**src/rtl/cfg_pkg.sv**
```systemverilog
// Shared definitions for the config latch write path: sizes, sequencer states
// and the reference index-to-enable decode.
package cfg_pkg;

  localparam int CFG_DATA_W    = 32;
  localparam int CFG_NUM_WORDS = 22;
  localparam int CFG_IDX_W     = 5;

  typedef enum logic [2:0] {
    IDLE   = 3'd0,
    WAIT   = 3'd1,
    SETUP  = 3'd2,
    PULSE  = 3'd3,
    HOLD   = 3'd4,
    FINISH = 3'd5
  } cfg_state_e;

  // Out-of-range indices decode to all-zero, never to a stray bit.
  function automatic logic [CFG_NUM_WORDS-1:0] onehot_en(input logic [CFG_IDX_W-1:0] idx);
    logic [CFG_NUM_WORDS-1:0] dec;
    dec = '0;
    for (int i = 0; i < CFG_NUM_WORDS; i++) begin
      dec[i] = (int'(idx) == i);
    end
    return dec;
  endfunction

endpackage

```
**src/rtl/cfg_onehot_dec.sv**
```systemverilog
// Registered word-index to one-hot decoder; the gate input forces all-zero so
// the output is either empty or exactly one bit below N.
module cfg_onehot_dec
  import cfg_pkg::*;
#(
  parameter int N     = CFG_NUM_WORDS,
  parameter int IDX_W = CFG_IDX_W
) (
  input  logic             clk,
  input  logic             reset,
  input  logic             gate,
  input  logic [IDX_W-1:0] idx,
  output logic [N-1:0]     en
);

  logic [N-1:0] en_next;
  logic [N-1:0] en_reg;

  generate
    for (genvar gi = 0; gi < N; gi++) begin : g_dec
      assign en_next[gi] = gate && (idx == IDX_W'(gi));
    end
  endgenerate

  always_ff @(posedge clk) begin
    if (reset) begin
      en_reg <= '0;
    end else begin
      en_reg <= en_next;
    end
  end

  assign en = en_reg;

endmodule

```
**src/rtl/configs_loader.sv**
```systemverilog
// Write-side sequencer for the config latch bank: accepts words over valid/ready
// and writes each to its latch with one cycle of data setup and hold.
module configs_loader
  import cfg_pkg::*;
#(
  parameter int DATA_W    = CFG_DATA_W,
  parameter int NUM_WORDS = CFG_NUM_WORDS,
  parameter int IDX_W     = CFG_IDX_W
) (
  input  logic                 clk,
  input  logic                 reset,
  input  logic                 io_start,
  input  logic                 io_cfg_valid,
  output logic                 io_cfg_ready,
  input  logic [DATA_W-1:0]    io_cfg_data,
  output logic [DATA_W-1:0]    io_d_out,
  output logic [NUM_WORDS-1:0] io_configs_en,
  output logic                 io_busy,
  output logic                 io_done
);

  localparam logic [IDX_W-1:0] LAST_IDX = IDX_W'(NUM_WORDS - 1);

  cfg_state_e        state_reg;
  logic [IDX_W-1:0]  idx_reg;
  logic              ready_reg;
  logic [DATA_W-1:0] data_reg;
  logic              busy_reg;
  logic              done_reg;

  // Outputs are set on the edge entering each state so they are registered
  // and line up with state_reg.
  always_ff @(posedge clk) begin
    if (reset) begin
      state_reg <= IDLE;
      idx_reg   <= '0;
      ready_reg <= 1'b0;
      data_reg  <= '0;
      busy_reg  <= 1'b0;
      done_reg  <= 1'b0;
    end else begin
      case (state_reg)
        IDLE: begin
          if (io_start) begin
            state_reg <= WAIT;
            idx_reg   <= '0;
            done_reg  <= 1'b0;
            busy_reg  <= 1'b1;
            ready_reg <= 1'b1;
          end
        end
        WAIT: begin
          if (io_cfg_valid && ready_reg) begin
            data_reg  <= io_cfg_data;
            ready_reg <= 1'b0;
            state_reg <= SETUP;
          end
        end
        SETUP: state_reg <= PULSE;
        PULSE: state_reg <= HOLD;
        HOLD: begin
          if (idx_reg == LAST_IDX) begin
            state_reg <= FINISH;
            busy_reg  <= 1'b0;
            done_reg  <= 1'b1;
          end else begin
            idx_reg   <= idx_reg + 1'b1;
            ready_reg <= 1'b1;
            state_reg <= WAIT;
          end
        end
        FINISH: state_reg <= IDLE;
        default: state_reg <= IDLE;
      endcase
    end
  end

  // Gating on SETUP makes the registered enable high exactly during PULSE.
  cfg_onehot_dec #(
    .N     (NUM_WORDS),
    .IDX_W (IDX_W)
  ) u_dec (
    .clk   (clk),
    .reset (reset),
    .gate  (state_reg == SETUP),
    .idx   (idx_reg),
    .en    (io_configs_en)
  );

  assign io_cfg_ready = ready_reg;
  assign io_d_out     = data_reg;
  assign io_busy      = busy_reg;
  assign io_done      = done_reg;

endmodule
```
**config.mk**
```make
export PLATFORM = sky130hd
export DESIGN_NAME = configs_loader
export DESIGN_NICKNAME = d
export VERILOG_FILES = /design/src/rtl/cfg_pkg.sv /design/src/rtl/cfg_onehot_dec.sv /design/src/rtl/configs_loader.sv
export SDC_FILE = /design/constraint.sdc
export NUM_CORES = 1
export LEC_CHECK = 0
export BUFFER_PORTS_ARGS = -buffer_cell sky130_fd_sc_hd__buf_2
export CORE_ASPECT_RATIO = 0.75
export CORE_MARGIN = 3
export CORE_UTILIZATION = 53
export DETAILED_ROUTE_END_ITERATION = 6
export PLACE_DENSITY = 0.84
export SLEW_MARGIN = 10
export SYNTH_ARGS = -nofsm -noshare
export SYNTH_HDL_FRONTEND = slang
export SYNTH_HIERARCHICAL = 1
export SYNTH_SLANG_ARGS = --single-unit
```
**constraint.sdc**
```tcl
create_clock -name clk -period 2.84 [get_ports clk]
set_input_delay 0.426 -clock clk [delete_from_list [all_inputs] [get_ports clk]]
set_output_delay 0.426 -clock clk [all_outputs]
set_load 0.05 [all_outputs]
```
Word level (Yosys, flattened, before mapping)
Cells that the tools add are included.
{"block": "op_classes", "order_cmp": 0, "bitwise": 0, "addsub": 1, "shift": 0, "n_mul": 0, "n_eq_ne": 29, "div": 0, "n_reduce_logical": 32, "muxes": 16}
{"op": "$eq 5x4->1 const B", "n": 8}
{"op": "$eq 5x5->1 const B", "n": 6}
{"op": "$logic_and 1x1->1", "n": 23}
{"op": "$eq 5x3->1 const B", "n": 4}
{"op": "$pmux 3 s5", "n": 1}
{"op": "$eq 5x2->1 const B", "n": 2}
{"op": "$mux 5", "n": 2}
{"op": "$pmux 5 s2", "n": 1}
{"op": "$mux 3", "n": 3}
{"op": "$ne 2x2->1 const B", "n": 4}
{"op": "$eq 3x2->1 const B", "n": 2}
{"op": "$mux 1", "n": 6}
{"op": "$reduce_and 3->1", "n": 2}
{"op": "$add 5x1->5 const B", "n": 1}
{"op": "$eq 5x1->1 const B", "n": 1}
{"op": "$logic_not 5->1", "n": 1}
{"op": "$pmux 1 s2", "n": 2}
{"op": "$reduce_and 2->1", "n": 2}
{"op": "$reduce_and 4->1", "n": 1}
{"op": "$eq 3x1->1 const B", "n": 1}
{"op": "$eq 3x3->1 const B", "n": 1}
{"op": "$logic_not 3->1", "n": 1}
{"op": "$pmux 1 s3", "n": 1}
{"op": "$reduce_bool 3->1", "n": 1}
{"op": "$reduce_bool 2->1", "n": 1}
{"block": "word_totals", "out_inout_bits": 57, "regBits": 65, "mem_bits_ro": 0, "inputBits": 36, "latchBits": 0, "memories": 0, "wordCells": 85, "ram_bits": 0}

Depth between registers and ports, before layout
{"block": "depth", "depth_word": 3, "mapped_depth": 6}

Cells and area by module
Netlist, hierarchy kept.
{"mod": "configs_loader", "area_each_um2": 1864.3, "seq_area_each_um2": 860.8, "n_inst": 1, "cells_each": 220}
{"mod": "cfg_onehot_dec", "area_each_um2": 747.0, "seq_area_each_um2": 440.4, "n_inst": 1, "cells_each": 60}

Worst setup path before layout
Ideal clock, no wire load.
{"block": "synth_path", "path_kind": "register to register", "start": "register state_reg[1]", "end": "register u_dec.en_reg[15] (netlist: u_dec/en[15])", "t_required_ns": 2.766, "period_less_slack_ns": 1.543, "n_path_buf": 3, "path_slack_ns": 1.297, "arrival_time_ns": 1.469, "stages_incl_launch_ff": 7, "setup_time_ns": 0.074, "cell_sequence": "dfxtp_1 > buf_4 > nor3b_1 > or3b_1 > buf_6 > buf_12 > nor3_4"}
{"block": "synth_between", "elab_chain_len": 2}
{"item": "from (decl)", "line": "configs_loader.sv:24", "rtl": "cfg_state_e state_reg;"}
{"item": "from (signal assigned)", "line": "configs_loader.sv:35", "rtl": "state_reg <= IDLE;"}
{"item": "from (signal assigned)", "line": "configs_loader.sv:45", "rtl": "state_reg <= WAIT;"}
{"item": "from (signal assigned)", "line": "configs_loader.sv:56", "rtl": "state_reg <= SETUP;"}
{"item": "$eq 3x2->1", "line": "configs_loader.sv:85", "rtl": ".gate (state_reg == SETUP),"}
{"item": "$logic_and 1x1->1", "line": "cfg_onehot_dec.sv:21", "rtl": "assign en_next[gi] = gate && (idx == IDX_W'(gi));"}
{"item": "to (signal assigned)", "line": "cfg_onehot_dec.sv:29", "rtl": "en_reg <= en_next;"}
{"item": "to (decl)", "line": "cfg_onehot_dec.sv:17", "rtl": "logic [N-1:0] en_reg;"}
Every way passes these cells.
A chain may end at the register's enable or synchronous reset.

Worst setup path in the final report
{"block": "layout_path", "start": "register state_reg[1]", "end": "register u_dec.en_reg[3] (netlist: u_dec/en[3])"}
Same word-level chain as after synthesis.

==> out/summary.txt <==
Outcome: complete, no violations
Critical Path AT: 2.21 ns
Global-route wire length before repair: 9.36 mm
Post-CTS setup buffers: 0
Sequential area share after synthesis: 0.498
# DRC: 0
CP top delay family: simple AND/OR/NAND/NOR gates
Fillers: 348
Layout area overhead: 23.7%
Cts hold-fix bufs: 0
Remaining Overflow, GRT: 0
Netlist cell types: 45
CP Capture Type: flop
Period utilization: 0.694
Area leader, netlist: dfxtp_1
Latest clock arrival within the worst-skew pair: 0.34 ns
Initial core utilization: 0.568
Root Driver: clkbuf_8
I/O pins: 93
Die Wd: 87.1 microns
Remaining antenna violation count: 0
Minimum clock period: 1.97 ns
Max Root-Sink Buffers: 2
Number of global-route vias before repair: 2101
Initial antenna violation count: 0
Crit-path max cell delay: 0.71 ns
Mapped Nets: 318
Peak Freq: 0.508 GHz
Final setup viols: 0
Post-cts sizing count: 0
RSZ-0062 raised after global routing: no
Yosys warnings: 6
Seq cells post-synth: 65
Buffers plus inverters on the worst setup path: 0
Worst-path maximum fanout: 16
Post-synth EDFFs: 0
Total power per unit cell area: 612 nW/um^2
CTS tree: yes
Clk pwr share: 0.430
Area contributors post-synth: dfxtp_1 50%, a21oi_1 7.3%, nand3_1 6.9%
Drt first pass iters: 4
Slew at the pin closest to its max-slew limit: 0.802 ns
Max FFs per register: 32
Post-DR wirelength/cell: 14.0 microns
Mapped Cells: 280
Worst path cell trace: nor3b_1 > or3b_1 > nor4_2
H-tree depth: 3
Async SR Flop Fraction: 0
Pin count of the biggest net entering global routing: 35
CP max-delay cell: or3b_1
Post-DP HPWL: 4.00 mm
Core area: 4600 sq um
Combinational Power Share: 0.092
Max Slew Vio Count: 0
Layout Skew: 0.00733 ns
Num CTS Buffers: 9
DRT iter0 DRCs: 141
Die area: 5810 sq um
Setup tns final: 0 ns
Clock Sinks: 65
Post-synth top area share: 0.498
Min-Delay Path Class: primary input to flop
Final core occ: 0.703
Worst vdd ir: 0.000379 V
Post-synthesis instance area: 2610 sq um
Share of layout cells above drive strength 1: 0.356
Avg Synthesized Cell Area: 9.33 sq um
Max-cap violations: 0
Worst path required time: 3.08 ns
Final GP Congestion: 0.812
CP Launch Type: flop
Total chip power: 1.98 mW
Internal: 1.48 mW
NetSw: 0.492 mW
Slew HR: 0.465
Post-DR vias/cell: 5.63
Standard-cell rows: 21
Die Y: 66.8 microns
Routed vias: 2375
Leak: 1.33 nW
Clock transition at path regs: 0.07 ns
Ys flop type: dfxtp_1
Nets: 398
IO buf count: 92
Switching Fraction: 0.249
Sequential power share: 0.478
Wirelength, routed: 5.91 mm
Final Hold Violating Endpoints: 0
Ant diodes: 0
GRT Total Usage: 0.205
Critical path class: flop to flop
[worst register-to-register path, cell delays in order, from the launching register on]
cell and delay [ns]:
dfxtp_1 0.58, nor3b_1 0.27, or3b_1 0.71, nor4_2 0.32
[cell usage in the layout, fill, tap and decap left out, types with 2 or more instances in the layout]
cell,n
nor4_1,5
a311oi_1,2
a21oi_1,38
buf_4,5
nor3_2,6
nor3_1,5
nand4b_1,3
nor3b_1,2
buf_2,92
nor4_2,5
clkbuf_8,9
nand3b_1,2
dfxtp_1,65
nor2_1,9
o21ai_0,34
ha_1,2
nand2b_1,8
nand3_1,36
clkinv_4,2
inv_1,3
bufinv_16,2
nand2_1,4
o32ai_1,2
[power by group through the flow]
stage | Combinational [mW] | Sequential (mW) | Clock [mW]
after floorplan | 0.0963 | 1.00 | 0
after global routing | 0.198 | 0.947 | 0.913
final | 0.182 | 0.945 | 0.849
after detailed placement | 0.182 | 0.965 | 0
after global placement | 0.181 | 0.964 | 0
after CTS | 0.182 | 0.944 | 0.870
[layout make-up]
type                            count  area (sq um)  share of cell area
Clock buffer                       10           128              0.0395
Clock inverter                      6          91.3              0.0283
Inverter                            3          11.3             0.00349
Multi-Input combinational cell    184          1130               0.350
Sequential cell                    65          1300               0.403
Tap cell                           57          71.3              0.0221
Timing Repair Buffer               97           498               0.154
[synth_stat cells (3+ instances only)]
cell	number
nor4_2	5
dfxtp_1	65
nand3_1	36
nor3_1	5
buf_6	3
nand2_1	4
nand2b_1	8
a21oi_1	38
nor3_2	6
inv_1	3
clkbuf_2	3
clkbuf_1	8
nor4_1	5
nor2_1	9
nand4b_1	3
o21ai_0	34
buf_2	11
[layer usage]
| metal | vias up | share of wire | global-route usage |
|---|---|---|---|
| met2 | 87 | 0.47 | 0.318 |
| met5 | - | 0 | 0 |
| met1 | 1108 | 0.45 | 0.266 |
| met3 | 5 | 0.076 | 0.0791 |
| met4 | 0 | 0.0057 | 0.0584 |
| li1 | 1175 | - | - |
[per-stage QoR]
step / instances / setup WS [ns] / hold WS (ns) / cell area (sq um)
6_report: 422 / 0.870 / 0.335 / 3230
5_1_grt: 422 / 0.678 / 0.316 / 3230
4_1_cts: 422 / 0.872 / 0.318 / 3230
3_5_place_dp: 406 / 0.892 / 0.464 / 3010
3_3_place_gp: 406 / 0.955 / 0.457 / 3010
2_1_floorplan: 280 / 1.30 / 0.504 / 2610
[cell families (layout without fill, tap and decap cells)]
family,count (synthesis),in the layout,synth area share
AND/OR/NAND/NOR,97,97,0.241
AO/OA/AOI/OAI,83,83,0.175
flip-flops,65,65,0.498
buffers and inverters,31,116,0.0690
adder cells (fa/ha/maj),2,2,0.00958
XOR/XNOR,1,1,0.00335
multiplexers,1,1,0.00383
[worst paths after layout]
check | start | endpoint | slack (ns) | cells past startpoint
worst max-delay path | state_reg[1] | u_dec/en[3] | 0.87 | 3
worst min-delay path | io_cfg_data[13] | io_d_out[13] | 0.33 | 3
worst max register to register | state_reg[1] | u_dec/en[3] | 0.87 | 3
worst min register to register | io_d_out[19] | io_d_out[19] | 0.47 | 2
Power figures use the tool's default switching activity.
